--- src/rtl/dual_port_ram1_pkg.sv ---
// Shared constants for the 512 x 8 write / 256 x 16 read dual-port RAM.
package dual_port_ram1_pkg;

    localparam int DEPTH_A  = 512;
    localparam int ADDR_A_W = 9;
    localparam int ADDR_B_W = 8;
    localparam int WIDTH_A  = 8;
    localparam int WIDTH_B  = 16;
    localparam int BANK_DEPTH = DEPTH_A / 2;

endpackage

--- src/rtl/dual_port_ram1_if.sv ---
// Byte-write / halfword-read bus of dual_port_ram1.
interface dual_port_ram1_if;
    import dual_port_ram1_pkg::*;

    logic                wea;
    logic [ADDR_A_W-1:0] addra;
    logic [WIDTH_A-1:0]  dia;
    logic [ADDR_B_W-1:0] addrb;
    logic [WIDTH_B-1:0]  dob;

    modport master (
        output wea,
        output addra,
        output dia,
        output addrb,
        input  dob
    );

    modport slave (
        input  wea,
        input  addra,
        input  dia,
        input  addrb,
        output dob
    );

endinterface

--- src/rtl/dual_port_ram1_ram_bank.sv ---
// Single-clock simple dual-port byte bank, read-first, registered read with
// a synchronous output clear so it maps onto a block RAM output register.
module ram_bank
    import dual_port_ram1_pkg::*;
#(
    parameter int DEPTH = BANK_DEPTH,
    parameter int WIDTH = WIDTH_A,
    parameter int AW    = ADDR_B_W
) (
    input  logic             clk,
    input  logic             rst_n,
    input  logic             we,
    input  logic [AW-1:0]    waddr,
    input  logic [WIDTH-1:0] wdata,
    input  logic [AW-1:0]    raddr,
    output logic [WIDTH-1:0] rdata
);

    logic [WIDTH-1:0] mem [DEPTH];

    // Memory array has no reset so contents survive rst_n.
    always_ff @(posedge clk) begin
        if (we) begin
            mem[waddr] <= wdata;
        end
    end

    always_ff @(posedge clk) begin
        if (!rst_n) begin
            rdata <= '0;
        end else begin
            rdata <= mem[raddr];
        end
    end

endmodule

--- src/rtl/dual_port_ram1.sv ---
// 512 x 8 write port, 256 x 16 little-endian read port, built from an even
// and an odd byte bank selected by addra[0].
module dual_port_ram1
    import dual_port_ram1_pkg::*;
#(
    parameter int DEPTH_A = dual_port_ram1_pkg::DEPTH_A,
    parameter int WIDTH_A = dual_port_ram1_pkg::WIDTH_A,
    parameter int WIDTH_B = dual_port_ram1_pkg::WIDTH_B
) (
    input  logic               clk,
    input  logic               rst_n,
    dual_port_ram1_if.slave    bus
);

    logic               we_even;
    logic               we_odd;
    logic [WIDTH_A-1:0] rd_even;
    logic [WIDTH_A-1:0] rd_odd;
    logic [WIDTH_B-1:0] dob_w;

    // Reset gating keeps a write issued during reset from landing in memory.
    assign we_even = bus.wea & rst_n & (bus.addra[0] == 1'b0);
    assign we_odd  = bus.wea & rst_n & (bus.addra[0] == 1'b1);

    ram_bank #(
        .DEPTH (DEPTH_A / 2),
        .WIDTH (WIDTH_A),
        .AW    (ADDR_B_W)
    ) u_even (
        .clk   (clk),
        .rst_n (rst_n),
        .we    (we_even),
        .waddr (bus.addra[ADDR_A_W-1:1]),
        .wdata (bus.dia),
        .raddr (bus.addrb),
        .rdata (rd_even)
    );

    ram_bank #(
        .DEPTH (DEPTH_A / 2),
        .WIDTH (WIDTH_A),
        .AW    (ADDR_B_W)
    ) u_odd (
        .clk   (clk),
        .rst_n (rst_n),
        .we    (we_odd),
        .waddr (bus.addra[ADDR_A_W-1:1]),
        .wdata (bus.dia),
        .raddr (bus.addrb),
        .rdata (rd_odd)
    );

    assign dob_w   = {rd_odd, rd_even};
    assign bus.dob = dob_w;

endmodule

--- src/flat_wrapper.sv ---
// flat-port wrapper written by rule: the top's interface ports become plain ports
module dual_port_ram1_flat import dual_port_ram1_pkg::*;
#(
    parameter int DEPTH_A = dual_port_ram1_pkg::DEPTH_A,
    parameter int WIDTH_A = dual_port_ram1_pkg::WIDTH_A,
    parameter int WIDTH_B = dual_port_ram1_pkg::WIDTH_B
)
  (clk, rst_n, bus_wea, bus_addra, bus_dia, bus_addrb, bus_dob);
  dual_port_ram1_if bus_i ();
  input  logic clk;
  input  logic rst_n;
  input wire logic [$bits(bus_i.wea)-1:0] bus_wea;
  input wire logic [$bits(bus_i.addra)-1:0] bus_addra;
  input wire logic [$bits(bus_i.dia)-1:0] bus_dia;
  input wire logic [$bits(bus_i.addrb)-1:0] bus_addrb;
  output wire logic [$bits(bus_i.dob)-1:0] bus_dob;
  assign bus_i.wea = bus_wea;
  assign bus_i.addra = bus_addra;
  assign bus_i.dia = bus_dia;
  assign bus_i.addrb = bus_addrb;
  assign bus_dob = bus_i.dob;
  dual_port_ram1 #(.DEPTH_A(DEPTH_A), .WIDTH_A(WIDTH_A), .WIDTH_B(WIDTH_B)) u_core (.clk(clk), .rst_n(rst_n), .bus(bus_i));
endmodule
--- config.mk ---
export PLATFORM = sky130hd
export DESIGN_NAME = dual_port_ram1_flat
export DESIGN_NICKNAME = d
export VERILOG_FILES = /design/src/rtl/dual_port_ram1_pkg.sv /design/src/rtl/dual_port_ram1_if.sv /design/src/rtl/dual_port_ram1_ram_bank.sv /design/src/rtl/dual_port_ram1.sv /design/src/flat_wrapper.sv
export SDC_FILE = /design/constraint.sdc
export NUM_CORES = 2
export LEC_CHECK = 0
export ABC_CLOCK_PERIOD_IN_PS = 3000
export CAP_MARGIN = 0
export CELL_PAD_IN_SITES_DETAIL_PLACEMENT = 0
export CELL_PAD_IN_SITES_GLOBAL_PLACEMENT = 1
export CORE_MARGIN = 3
export CORE_UTILIZATION = 45
export DETAILED_ROUTE_END_ITERATION = 8
export PLACE_DENSITY_LB_ADDON = 0.1
export RECOVER_POWER = 100
export SETUP_SLACK_MARGIN = 0.15
export SYNTH_ARGS = -nofsm -noshare
export SYNTH_HDL_FRONTEND = slang
export SYNTH_HIERARCHICAL = 1
export SYNTH_SLANG_ARGS = --single-unit
--- constraint.sdc ---
create_clock -name clk -period 3 [get_ports clk]
set_input_delay 0.6 -clock clk [delete_from_list [all_inputs] [get_ports clk]]
set_output_delay 0.6 -clock clk [all_outputs]
set_load 0.05 [all_outputs]
== Yosys cells after proc, flatten, opt, wreduce, memory -nomap -nowiden ==
Memory sizes are Yosys's and may differ from the RTL's. A register that Yosys moved wholly into a read port is not among the register bits.
Cells that the tools add are included.
Widths: inputs -> output; s select.

* Mux-type cells: 4
* Bitwise operators: 4
* Reduce and logical (&&, ||, !) cells: 2

{| class="wikitable"
|+ Operators by type and width
! kind !! number
|-
| $mux 1 || 4
|-
| $and 1x1->1 || 3
|-
| $logic_not 1->1 || 2
|-
| $not 1->1 || 1
|}

* Register bits after elaboration: 0
* Memory bits (writable): 4,096
* Bits of input ports: 28
* Word-level logic and storage cells: 12
* Memories kept: 2

{| class="wikitable"
|+ Memories
! memory !! words !! bits a word !! rd ports !! clocked after Yosys merged registers in !! wr ports !! RTL line !! RTL
|-
| u_core.u_even.mem || 256 || 8 || 1 || 1 || 1 || dual_port_ram1_ram_bank.sv:19 || <nowiki>logic [WIDTH-1:0] mem [DEPTH];</nowiki>
|-
| u_core.u_odd.mem || 256 || 8 || 1 || 1 || 1 || dual_port_ram1_ram_bank.sv:19 ||
|}

== Depth between registers and ports, before layout ==
* Depth after elaboration: 4
* Depth in mapped cells: 12
* Mapped depth without buffers: 7

== Cells and area by module ==
Netlist, hierarchy kept.

{| class="wikitable"
|+ Modules (own cells, without submodules)
! module !! instances !! cells an instance !! area an instance (um^2) !! sequential area each (um^2)
|-
| ram_bank || 2 || 4,025 || 80,352.1 || 61,659.1
|-
| dual_port_ram1 || 1 || 2 || 16.3 || 0.0
|}

== Least setup slack after synthesis ==
OpenSTA, ideal clock, no wires.

* Path type: input port to flip-flop
* Start: input port bus_addra[0]
* End: memory u_core/u_even/mem[104][0] in the netlist's numbering (enable)
* Library setup time: 0.370 ns
* Arrival time: 2.129 ns
* Path slack: 0.501 ns
* Stages: 6
* Path buffers: 3
* Path through: and3b_1 -> clkbuf_1 -> clkbuf_1 -> nand3_1 -> clkbuf_1 -> nor2_1

* Cells in the longest elaborated chain, start to end: 4

{| class="wikitable"
|+ Ends and longest elaborated chain
! item !! RTL line !! RTL
|-
| from (decl) || flat_wrapper.sv:13 || <nowiki>input wire logic [$bits(bus_i.addra)-1:0] bus_addra;</nowiki>
|-
| $not 1->1 || dual_port_ram1.sv:22 || <nowiki>assign we_even = bus.wea & rst_n & (bus.addra[0] == 1'b0);</nowiki>
|-
| $and 1x1->1 || dual_port_ram1.sv:22 ||
|-
| $mux 1 || dual_port_ram1_ram_bank.sv:23 || <nowiki>if (we) begin</nowiki>
|-
| $mux 1 (implied by the code) || dual_port_ram1_ram_bank.sv:24 || <nowiki>mem[waddr] <= wdata;</nowiki>
|-
| to (decl) || dual_port_ram1_ram_bank.sv:19 ||
|}

Every way passes these cells.

==> impl_results.md <==
* RSZ-0062 raised after global routing: true
* Relative slew slack at -0.933
* Final ANT Viol Nets at 0
* Clk buf depth at 4
* Sequential fraction of design power at 0.519
* H-Tree Depth at 5
* Net Sw Power at 26.5 mW
* Register area share after synthesis at 0.767
* F_max at 326 MHz
* Min Clock Period, post-route at 3070 ps
* Failing checks: capacitance limit, slew limit, setup timing
* Worst slew pin tran at 2900 ps
* Synth Warn # at 6
* Required @ worst endpoint at 3890 ps
* Worst R2R Path Depth at 6
* Tot GR Track Use at 0.262
* Starting DRT DRC Count at 10,210
* Total CTS buffers at 429
* Fin crit share at 1.02
* Crit path DAT at 3960 ps
* First-pass GRT wire length at 676 mm
* EDFF count, synth at 4,096
* Post-synth ARST share at 0
* DR vias at 88,390
* Core ar. at 354,000 sq um
* Post-synth cell types at 64
* Largest fanout on the critical path at 24
* TritonCTS clock tree: built
* Setup Skew at 45.1 ps
* Top-area cell type share of the netlist area at 0.765
* Commonest non-fill, non-tap cells in the layout: edfxtp_1 (4,096), buf_4 (840), mux4_2 (674)
* Combinational share of power at 0.059
* Setup crit start: bus_addrb[0]
* Post-synth top area cell: edfxtp_1
* DP Worst Slack at -889 ps
* Sw Ratio at 0.217
* Slew Limit Fails at 773
* WL/cell at 32.3 um
* Worst-Skew Late Latency at 980 ps
* PnR worst setup slack at -69.2 ps
* Initial Utilization at 0.454
* P&R area growth vs syn at 18.6%
* Share of layout cells above drive strength 1 at 0.264
* Largest cells by area after synthesis: edfxtp_1 (77%), mux4_2 (9.4%), mux2i_1 (4.0%), nor2_1 (1.4%), o221ai_1 (0.85%)
* Num rows at 218
* VDD IR max at 0.503 mV
* Worst hold path class: in2reg
* Postcts setup bufs at 0
* Hold Path Origin: bus_addrb[4]
* Gr ovfl total at 0
* TNS Setup at -205 ps
* Synthesized area per cell at 20.0 sq um
* Routability cong. at 0.893
* I/O pin count at 44
* Internal power at 95.6 mW
* Final Setup Violations at 10
* Total Routed Length at 480 mm
* Hold depth at 6
* Syn Nets at 8,080
* Post-Syn Area at 161,000 sq um
* Die area at 364,000 sq um
* Post-synth top flop: edfxtp_1
* Max-cap violations at 12
* Vias in the first global route at 88,204
* Leading cell type in the layout, fill and taps excluded: edfxtp_1
* Run status: complete, but fails checks
* CTS clock-pin slew for the worst setup and hold paths at 60 ps
* CTS sink count at 4,112
* Critical Setup Path Class: in2reg
* PD cells at 641 nW/um^2
* Largest net degree at the start of global routing at 118
* CTS root buffer: clkbuf_16
* Startpoint Class: primary input
* Filler Cells Inserted at 28,298
* Leakage at 63.0 nW
* Post-DP HPWL at 327 mm
* Input/output buffers at 43
* Critical R2R Launch: u_core/u_odd/mem[186][3]
* Vias per cell at 5.94
* Drt drc at 0
* Die span in y at 604 um
* Flops & latches, synth at 4,112
* Die outline width at 604 um
* Clock power share at 0.422
* CP endpoint kind: flop
* Cell count after synthesis at 8,052
* Nets@finish at 9,817
* Final Hold Viols at 0
* Initial antenna violation count at 35
* Drt pass-1 iters at 6
-- power groups by stage --
stage | Clock, mW | Sequential (mW) | Combinational, mW
2_1_floorplan | 0 | 64.6 | 3.02
3_3_place_gp | 0 | 64.5 | 7.25
3_5_place_dp | 0 | 64.5 | 7.33
4_1_cts | 52.6 | 63.3 | 7.33
5_1_grt | 54.9 | 63.3 | 7.52
6_report | 51.6 | 63.3 | 7.18
-- stage by stage --
stage                     std cells  cell area, sq um  total power, mW   util  hold WS (ps)
after floorplan                8052            161000             67.6      -           699
after global routing          14867            191000              126  0.538           502
after detailed placement      14084            180000             71.9  0.509           985
after global placement        14084            180000             71.8  0.509           942
after CTS                     14865            194000              123  0.547          33.7
final                         14873            191000              122  0.538           483
-- flip-flops by register name, indices dropped and copies added, names as in the netlist --
signal / flops
u_core/u_odd/mem: 2048
u_core/u_odd/rdata: 8
u_core/u_even/rdata: 8
u_core/u_even/mem: 2048
-- area by class of cell --
| type | instances | area (sq um) | area share |
|---|---|---|---|
| sequential | 4112 | 123000 | 0.647 |
| multi-input combinational | 3442 | 34200 | 0.179 |
| timing repair buffer | 1798 | 13600 | 0.0716 |
| clock buffer | 506 | 11100 | 0.0582 |
| tap | 4730 | 5920 | 0.0310 |
| clock inverter | 271 | 2420 | 0.0127 |
| inverter | 6 | 27.5 | 0.000144 |
| antenna | 8 | 20.0 | 0.000105 |
-- layer usage --
layer | wire length (um) | up-vias | global-route usage
met5 | 24 | - | 0
met4 | 11900 | 4 | 0.0560
met3 | 39700 | 621 | 0.0446
met2 | 223000 | 3683 | 0.408
met1 | 206000 | 47197 | 0.390
li1 | - | 36885 | -
-- critical path, cell delays in order --
cell	delay, ps
buf_16	250
buf_12	280
buf_12	250
mux2i_1	110
o221ai_1	400
buf_4	190
nand2_1	40
a21oi_1	370
o22ai_1	210
nor3_1	700
buf_4	310
o21bai_1	130
-- path summary, 6_finish.rpt --
kind | to | slack (ps)
max | u_core/u_odd/rdata[6] | -70
min | u_core/u_even/rdata[2] | 480
max reg2reg | u_core/u_odd/rdata[3] | 50
min reg2reg | u_core/u_even/rdata[6] | 980
-- logic make-up (layout without fill, tap and decap cells) --
group,Yosys count,in the layout,synth area share
buf+inv,498,2581,0.0207
simple gates,1238,1238,0.0332
compound gates,838,838,0.0364
mux,1366,1366,0.142
flops,4112,4112,0.767
other cells,0,8,0
-- cells in the mapped netlist, drive strengths merged, types with 10 or more instances --
cell,n
a2111oi,10
a211oi,90
a21oi,136
a22oi,80
a31oi,16
and2,12
buf,288
clkbuf,204
dfxtp,16
edfxtp,4096
mux2i,640
mux4,722
nand2,294
nand3,92
nand4,46
nor2,610
nor2b,22
nor3,70
nor4,42
o211ai,12
o21ai,60
o221ai,158
o22ai,210
or3,10
-- timing repair --
action / 4_1_cts / 5_1_grt
setup endpoints to repair: 18 / 3
resized for setup: 18 / 3
endpoints found under the hold margin: 33 / 0
hold buffers: 4 / 0
pin swaps: 0 / 2
Note: power is estimated with default switching activity, not from simulation.
